**src/rtl/sdram_init_sequencer_pkg.sv**
```systemverilog
// Shared encodings for the SDRAM power-up / refresh sequencer.
// Commands are packed as {CSn, RASn, CASn, WEn}.
package sdram_init_sequencer_pkg;

  localparam logic [3:0] ST_WAIT_LOCK = 4'd0;
  localparam logic [3:0] ST_PWRUP     = 4'd1;
  localparam logic [3:0] ST_I_PRE     = 4'd2;
  localparam logic [3:0] ST_I_REF     = 4'd3;
  localparam logic [3:0] ST_I_MRS     = 4'd4;
  localparam logic [3:0] ST_IDLE      = 4'd5;
  localparam logic [3:0] ST_R_WAIT    = 4'd6;
  localparam logic [3:0] ST_R_PRE     = 4'd7;
  localparam logic [3:0] ST_R_AR      = 4'd8;
  localparam logic [3:0] ST_R_REL     = 4'd9;

  localparam logic [3:0] CMD_NOP = 4'b0111;
  localparam logic [3:0] CMD_PRE = 4'b0010;
  localparam logic [3:0] CMD_REF = 4'b0001;
  localparam logic [3:0] CMD_MRS = 4'b0000;
  localparam logic [3:0] CMD_INH = 4'b1111;

  localparam int A10_BIT = 10;

  localparam logic [3:0] PEND_MAX = 4'd8;

endpackage

```
**src/rtl/sdram_refresh_timer.sv**
```systemverilog
// Refresh interval counter with a saturating backlog of owed refreshes.
// Ticks every pREFRESH_CYCLES while enabled; all state clears when disabled.
module sdram_refresh_timer
  import sdram_init_sequencer_pkg::*;
#(
  parameter int pREFRESH_CYCLES = 1500
)
(
  input  logic iCLK,
  input  logic iRESETn,
  input  logic iENABLE,
  input  logic iCONSUME,
  output logic oPENDING_NZ,
  output logic oOVERRUN
);

  localparam int TW = $clog2(pREFRESH_CYCLES + 1);
  localparam logic [TW-1:0] TMR_LAST = TW'(pREFRESH_CYCLES - 1);

  logic [TW-1:0] tmr_q, tmr_d;
  logic [3:0]    pend_q, pend_d;
  logic          ovr_q, ovr_d;
  logic          tick;

  always_comb begin
    tick   = (tmr_q == TMR_LAST);
    tmr_d  = tick ? '0 : tmr_q + 1'b1;
    pend_d = pend_q;
    ovr_d  = ovr_q;
    // A tick coinciding with a consume cancels out.
    if (tick && !iCONSUME) begin
      if (pend_q == PEND_MAX) ovr_d = 1'b1;
      else                    pend_d = pend_q + 1'b1;
    end else if (iCONSUME && !tick && pend_q != '0) begin
      pend_d = pend_q - 1'b1;
    end
    if (!iENABLE) begin
      tmr_d  = '0;
      pend_d = '0;
      ovr_d  = 1'b0;
    end
  end

  always_ff @(posedge iCLK or negedge iRESETn) begin
    if (!iRESETn) begin
      tmr_q  <= '0;
      pend_q <= '0;
      ovr_q  <= 1'b0;
    end else begin
      tmr_q  <= tmr_d;
      pend_q <= pend_d;
      ovr_q  <= ovr_d;
    end
  end

  assign oPENDING_NZ = (pend_q != '0);
  assign oOVERRUN    = ovr_q;

endmodule

```
**src/rtl/sdram_init_sequencer.sv**
```systemverilog
// SDRAM power-up init and periodic AUTO REFRESH owner of the command bus.
// All pins registered; refresh waits on iREF_ACK before taking the bus.
module sdram_init_sequencer
  import sdram_init_sequencer_pkg::*;
#(
  parameter int          pINIT_CYCLES    = 20000,
  parameter int          pREFRESH_CYCLES = 1500,
  parameter int          pTRP            = 3,
  parameter int          pTRFC           = 9,
  parameter int          pTMRD           = 2,
  parameter logic [11:0] pMODE           = 12'h033
)
(
  input  logic        iCLK,
  input  logic        iRESETn,
  input  logic        iPLL_LOCKED,
  input  logic        iREF_ACK,
  output logic        oREF_REQ,
  output logic        oINIT_DONE,
  output logic        oBUS_OWN,
  output logic        oREF_OVERRUN,
  output logic        oSDRAM_CKE,
  output logic        oSDRAM_CSn,
  output logic        oSDRAM_RASn,
  output logic        oSDRAM_CASn,
  output logic        oSDRAM_WEn,
  output logic [11:0] oSDRAM_ADDR,
  output logic [1:0]  oSDRAM_BA
);

  localparam int CW = $clog2(pINIT_CYCLES + 1);

  logic [3:0]    state_q, state_d;
  logic [CW-1:0] cnt_q, cnt_d;
  logic          second_q, second_d;
  logic          cke_q, cke_d;
  logic [3:0]    cmd_q, cmd_d;
  logic [11:0]   addr_q, addr_d;
  logic          done_q, done_d;
  logic          own_q, own_d;
  logic          req_q, req_d;
  logic          wait_done, consume, pending_nz, tmr_en;

  assign wait_done = (cnt_q == '0);
  assign tmr_en    = done_q && iPLL_LOCKED;

  sdram_refresh_timer #(
    .pREFRESH_CYCLES (pREFRESH_CYCLES)
  ) u_timer (
    .iCLK        (iCLK),
    .iRESETn     (iRESETn),
    .iENABLE     (tmr_en),
    .iCONSUME    (consume),
    .oPENDING_NZ (pending_nz),
    .oOVERRUN    (oREF_OVERRUN)
  );

  // Next-state logic also produces the command to register onto the pins,
  // so pin activity lines up with the state it belongs to.
  always_comb begin
    state_d  = state_q;
    cnt_d    = wait_done ? cnt_q : cnt_q - 1'b1;
    second_d = second_q;
    cke_d    = cke_q;
    done_d   = done_q;
    own_d    = own_q;
    cmd_d    = CMD_NOP;
    addr_d   = '0;
    consume  = 1'b0;
    case (state_q)
      ST_WAIT_LOCK: begin
        cmd_d = CMD_INH;
        if (iPLL_LOCKED) begin
          state_d = ST_PWRUP;
          cnt_d   = CW'(pINIT_CYCLES - 1);
          cke_d   = 1'b1;
          cmd_d   = CMD_NOP;
        end
      end
      ST_PWRUP: if (wait_done) begin
        state_d         = ST_I_PRE;
        cnt_d           = CW'(pTRP);
        cmd_d           = CMD_PRE;
        addr_d[A10_BIT] = 1'b1;
      end
      ST_I_PRE: if (wait_done) begin
        state_d  = ST_I_REF;
        cnt_d    = CW'(pTRFC);
        cmd_d    = CMD_REF;
        second_d = 1'b0;
      end
      ST_I_REF: if (wait_done) begin
        if (!second_q) begin
          cnt_d    = CW'(pTRFC);
          cmd_d    = CMD_REF;
          second_d = 1'b1;
        end else begin
          state_d = ST_I_MRS;
          cnt_d   = CW'(pTMRD);
          cmd_d   = CMD_MRS;
          addr_d  = pMODE;
        end
      end
      ST_I_MRS: if (wait_done) begin
        state_d = ST_IDLE;
        done_d  = 1'b1;
        own_d   = 1'b0;
      end
      ST_IDLE: if (pending_nz) state_d = ST_R_WAIT;
      ST_R_WAIT: if (iREF_ACK) begin
        state_d         = ST_R_PRE;
        cnt_d           = CW'(pTRP);
        own_d           = 1'b1;
        cmd_d           = CMD_PRE;
        addr_d[A10_BIT] = 1'b1;
      end
      ST_R_PRE: if (wait_done) begin
        state_d = ST_R_AR;
        cnt_d   = CW'(pTRFC);
        cmd_d   = CMD_REF;
        consume = 1'b1;
      end
      ST_R_AR: if (wait_done) begin
        state_d = ST_R_REL;
        own_d   = 1'b0;
      end
      ST_R_REL: if (!iREF_ACK) state_d = ST_IDLE;
      default: state_d = ST_WAIT_LOCK;
    endcase
    // Losing the clock source voids the device state: back to square one.
    if (!iPLL_LOCKED) begin
      state_d  = ST_WAIT_LOCK;
      cnt_d    = '0;
      second_d = 1'b0;
      cke_d    = 1'b0;
      done_d   = 1'b0;
      own_d    = 1'b1;
      cmd_d    = CMD_INH;
      addr_d   = '0;
      consume  = 1'b0;
    end
    req_d = pending_nz && (state_d == ST_IDLE || state_d == ST_R_WAIT);
  end

  always_ff @(posedge iCLK or negedge iRESETn) begin
    if (!iRESETn) begin
      state_q  <= ST_WAIT_LOCK;
      cnt_q    <= '0;
      second_q <= 1'b0;
      cke_q    <= 1'b0;
      cmd_q    <= CMD_INH;
      addr_q   <= '0;
      done_q   <= 1'b0;
      own_q    <= 1'b1;
      req_q    <= 1'b0;
    end else begin
      state_q  <= state_d;
      cnt_q    <= cnt_d;
      second_q <= second_d;
      cke_q    <= cke_d;
      cmd_q    <= cmd_d;
      addr_q   <= addr_d;
      done_q   <= done_d;
      own_q    <= own_d;
      req_q    <= req_d;
    end
  end

  assign oSDRAM_CKE  = cke_q;
  assign oSDRAM_CSn  = cmd_q[3];
  assign oSDRAM_RASn = cmd_q[2];
  assign oSDRAM_CASn = cmd_q[1];
  assign oSDRAM_WEn  = cmd_q[0];
  assign oSDRAM_ADDR = addr_q;
  assign oSDRAM_BA   = 2'b00;
  assign oINIT_DONE  = done_q;
  assign oBUS_OWN    = own_q;
  assign oREF_REQ    = req_q;

endmodule
```
**config.mk**
```make
export PLATFORM = sky130hd
export DESIGN_NAME = sdram_init_sequencer
export DESIGN_NICKNAME = d
export VERILOG_FILES = /design/src/rtl/sdram_init_sequencer_pkg.sv /design/src/rtl/sdram_refresh_timer.sv /design/src/rtl/sdram_init_sequencer.sv
export SDC_FILE = /design/constraint.sdc
export NUM_CORES = 1
export LEC_CHECK = 0
export ABC_AREA = 1
export CAP_MARGIN = 20
export CORE_MARGIN = 5
export CORE_UTILIZATION = 52
export DETAILED_ROUTE_END_ITERATION = 10
export PLACE_DENSITY = 0.76
export SYNTH_ARGS = -nofsm -noshare
export SYNTH_HDL_FRONTEND = slang
export SYNTH_SLANG_ARGS = --single-unit
```
**constraint.sdc**
```tcl
create_clock -name iCLK -period 2.3 [get_ports iCLK]
set_clock_uncertainty 0.2 [all_clocks]
set_input_delay 0.345 -clock iCLK [delete_from_list [all_inputs] [get_ports iCLK]]
set_output_delay 0.345 -clock iCLK [all_outputs]
set_load 0.005 [all_outputs]
```
==> flow_metrics.tcl <==
set metrics [dict create \
    pwr_density_cell_mw_per_mm2 559 \
    via_per_inst 5.08 \
    drc_errors 0 \
    ys_ff_latch 46 \
    power.leakage_nw 1.58 \
    drtAntennaViolNets 0 \
    clockRootBuffer "clkbuf_8" \
    syn_area_mm2 0.00284 \
    initial_core_util 0.526 \
    synth_top_area_frac 0.361 \
    setup_viol 0 \
    clk_pin_slew_ps 80 \
    synthCells 374 \
    track_usage 0.182 \
    finalHoldViolCount 0 \
    critPathKind "reg -> reg" \
    max_freq_ghz 0.437 \
    hpwlAfterDp_um 4510 \
    hold_class "reg -> reg" \
    core_mm2 0.00541 \
    final_util 0.624 \
    cts_made_buffers 5 \
    drv_slew 0 \
    fin_crit_ps 2290 \
    drive_gt1_frac 0.184 \
    synth_flop_cell "dfrtp_1" \
    seq_area_frac_synth 0.407 \
    synth.distinct_cells 39 \
    synth_top_area_cell "dfrtp_1" \
    clkSinkCount 46 \
    endpoint_kind "register" \
    cap_violations 0 \
    antenna_found_initial 0 \
    status "completed" \
    fp.dieW_um 83.9 \
    synthToLayoutAreaGrowth_pct 18.6 \
    worst_ir_drop_vdd_uv 358 \
    cp_max_fo 4 \
    clockBufferDepth 2 \
    nets 422 \
    gp_congestion 0.902 \
    synth_area_leaders "dfrtp_1 (36%), nand2_1 (11%), nor2_1 (6.7%)" \
    synthArstFlopShare 1.00 \
    drt_wl_total_um 6140 \
    grt_start_max_net_pins 47 \
    die_area_mm2 0.00705 \
    syn_area_per_cell_um2 7.60 \
    routedWlPerCell_um 12.7 \
    yosysWarnings 0 \
    io_buffer_count 17 \
    fin_crit_sh 0.995 \
    worst_setup_path_start_kind "register" \
    ctsHtreeMaxLevel 2 \
    overflow 0 \
    diodes 0 \
    synth-edff-count 0 \
    rows 27 \
    required_ps 2330 \
    die_height_um 83.9 \
    dr.pass1.iters 4 \
    io_pins 27 \
    vias 2464 \
    synth_most_common_cell "nand2_1" \
    grt_pass1_vias 2454 \
    cts_tree "yes" \
    drt-initial-drc-count 135 \
    grt_pass1_wl_um 10700 \
    clk_latency_ps 300 \
    synthTopCellsByCount "nand2_1 (87), nor2_1 (51), inv_1 (45), dfrtp_1 (41), nand3_1 (24)" \
    total_power_mw 1.88 \
    rsz0062_at_grt "yes" \
    crit_arrival_ps 2320 \
]
-- routing by layer --
metal  global-route usage  vias up  wire length (um)
met5                    0        -                 0
met4               0.0658        0                86
met3               0.0346        9               245
met2                0.309       50              2990
met1                0.231     1165              2810
li1                     -     1240                 -
-- path summary, 6_finish.rpt --
path	endpoint	slack (ps)	from	depth (start not counted)
worst max-delay path	u_timer.pend_q[3]$_DFFE_PN0P_	10	cnt_q[0]$_DFF_PN0_	16
worst min-delay path	u_timer.tmr_q[0]$_DFF_PN0_	270	u_timer.tmr_q[0]$_DFF_PN0_	1
worst max register to register	u_timer.pend_q[3]$_DFFE_PN0P_	10	cnt_q[0]$_DFF_PN0_	16
worst min register to register	u_timer.tmr_q[0]$_DFF_PN0_	270	u_timer.tmr_q[0]$_DFF_PN0_	1
max in group asynchronous	cmd_q[0]$_DFF_PN1_	1280	iRESETn	3
min in group asynchronous	state_q[1]$_DFF_PN0_	350	iRESETn	3
-- cell type report --
class,instances,area [um2]
clock inverters,1,30.0
clock buffers,7,86.3
repair buffers,38,338
flip-flops and latches,46,1160
fillers,503,2030
multi-input cells,271,1480
inverters,50,188
well taps,72,90.1
-- cells by family after synthesis --
| logic type | count (synthesis) | share of synthesized area |
|---|---|---|
| flops | 46 | 0.407 |
| simple gates | 202 | 0.334 |
| other cells | 1 | 0.00132 |
| fa+ha+maj | 6 | 0.0290 |
| xor+xnor | 13 | 0.0401 |
| buf+inv | 65 | 0.105 |
| compound gates | 41 | 0.0836 |
-- through the flow --
stage                     setup TNS, ps  setup slack, ps  instance area, um2  hold slack (ps)  instances
after floorplan                       0             77.0                2870             -151        382
after global placement                0             56.0                3140              147        470
after detailed placement          -52.2            -52.2                3140              151        470
after CTS                             0             24.7                3290              266        480
after global routing               -308             -197                3370              279        485
final                                 0             11.4                3370              267        485
-- cell usage in the layout (no fill, tap or decap), drive strengths merged --
cell type	instances
a211oi	1
nor3b	3
conb	9
dlygate4sd3	1
buf	21
and2	1
bufinv	1
o31ai	1
dfstp	5
clkbuf	7
fa	1
dfrtp	41
xnor2	3
clkinv	1
nor2	61
ha	5
o21ai	20
clkdlybuf4s50	16
nand3b	1
nand4	6
xor2	10
nor3	4
a31oi	4
nand3	28
o211ai	3
nand2	96
inv	49
a21oi	12
nor4	2
-- worst max-delay path, stage by stage (launching register included) --
cell,delay (ps)
dfrtp_1,390
inv_2,80
ha_4,140
inv_2,30
nor2_1,90
nand2_1,100
nor2_4,130
nand4_1,130
nand2_2,150
ha_4,230
nand2_2,60
nand2_2,60
a31oi_4,150
inv_1,70
nand2_1,60
nand2_1,50
o21ai_1,120
-- registers in the layout, summed over array words and instances, names as in the netlist --
signal / count
oREF_REQ: 1
state_q: 4
oBUS_OWN: 1
cmd_q: 4
u_timer.oOVERRUN: 1
u_timer.tmr_q: 11
cnt_q: 15
oSDRAM_CKE: 1
oINIT_DONE: 1
second_q: 1
u_timer.pend_q: 4
oSDRAM_ADDR: 2
-- power breakdown --
part | switching (mW) | internal [mW]
Sequential | 0.0367 | 0.847
Combinational | 0.227 | 0.146
Clock | 0.272 | 0.354
Total | 0.536 | 1.35
-- what timing repair did --
action                                  CTS  global route
buffers inserted                          1             6
endpoints found under the setup margin    1             8
gates resized for setup                   3            11
endpoints found under the hold margin    41             0
hold buffers                              1             0
pin swaps                                 1            10
No activity file was read; power rests on OpenSTA's default activity.
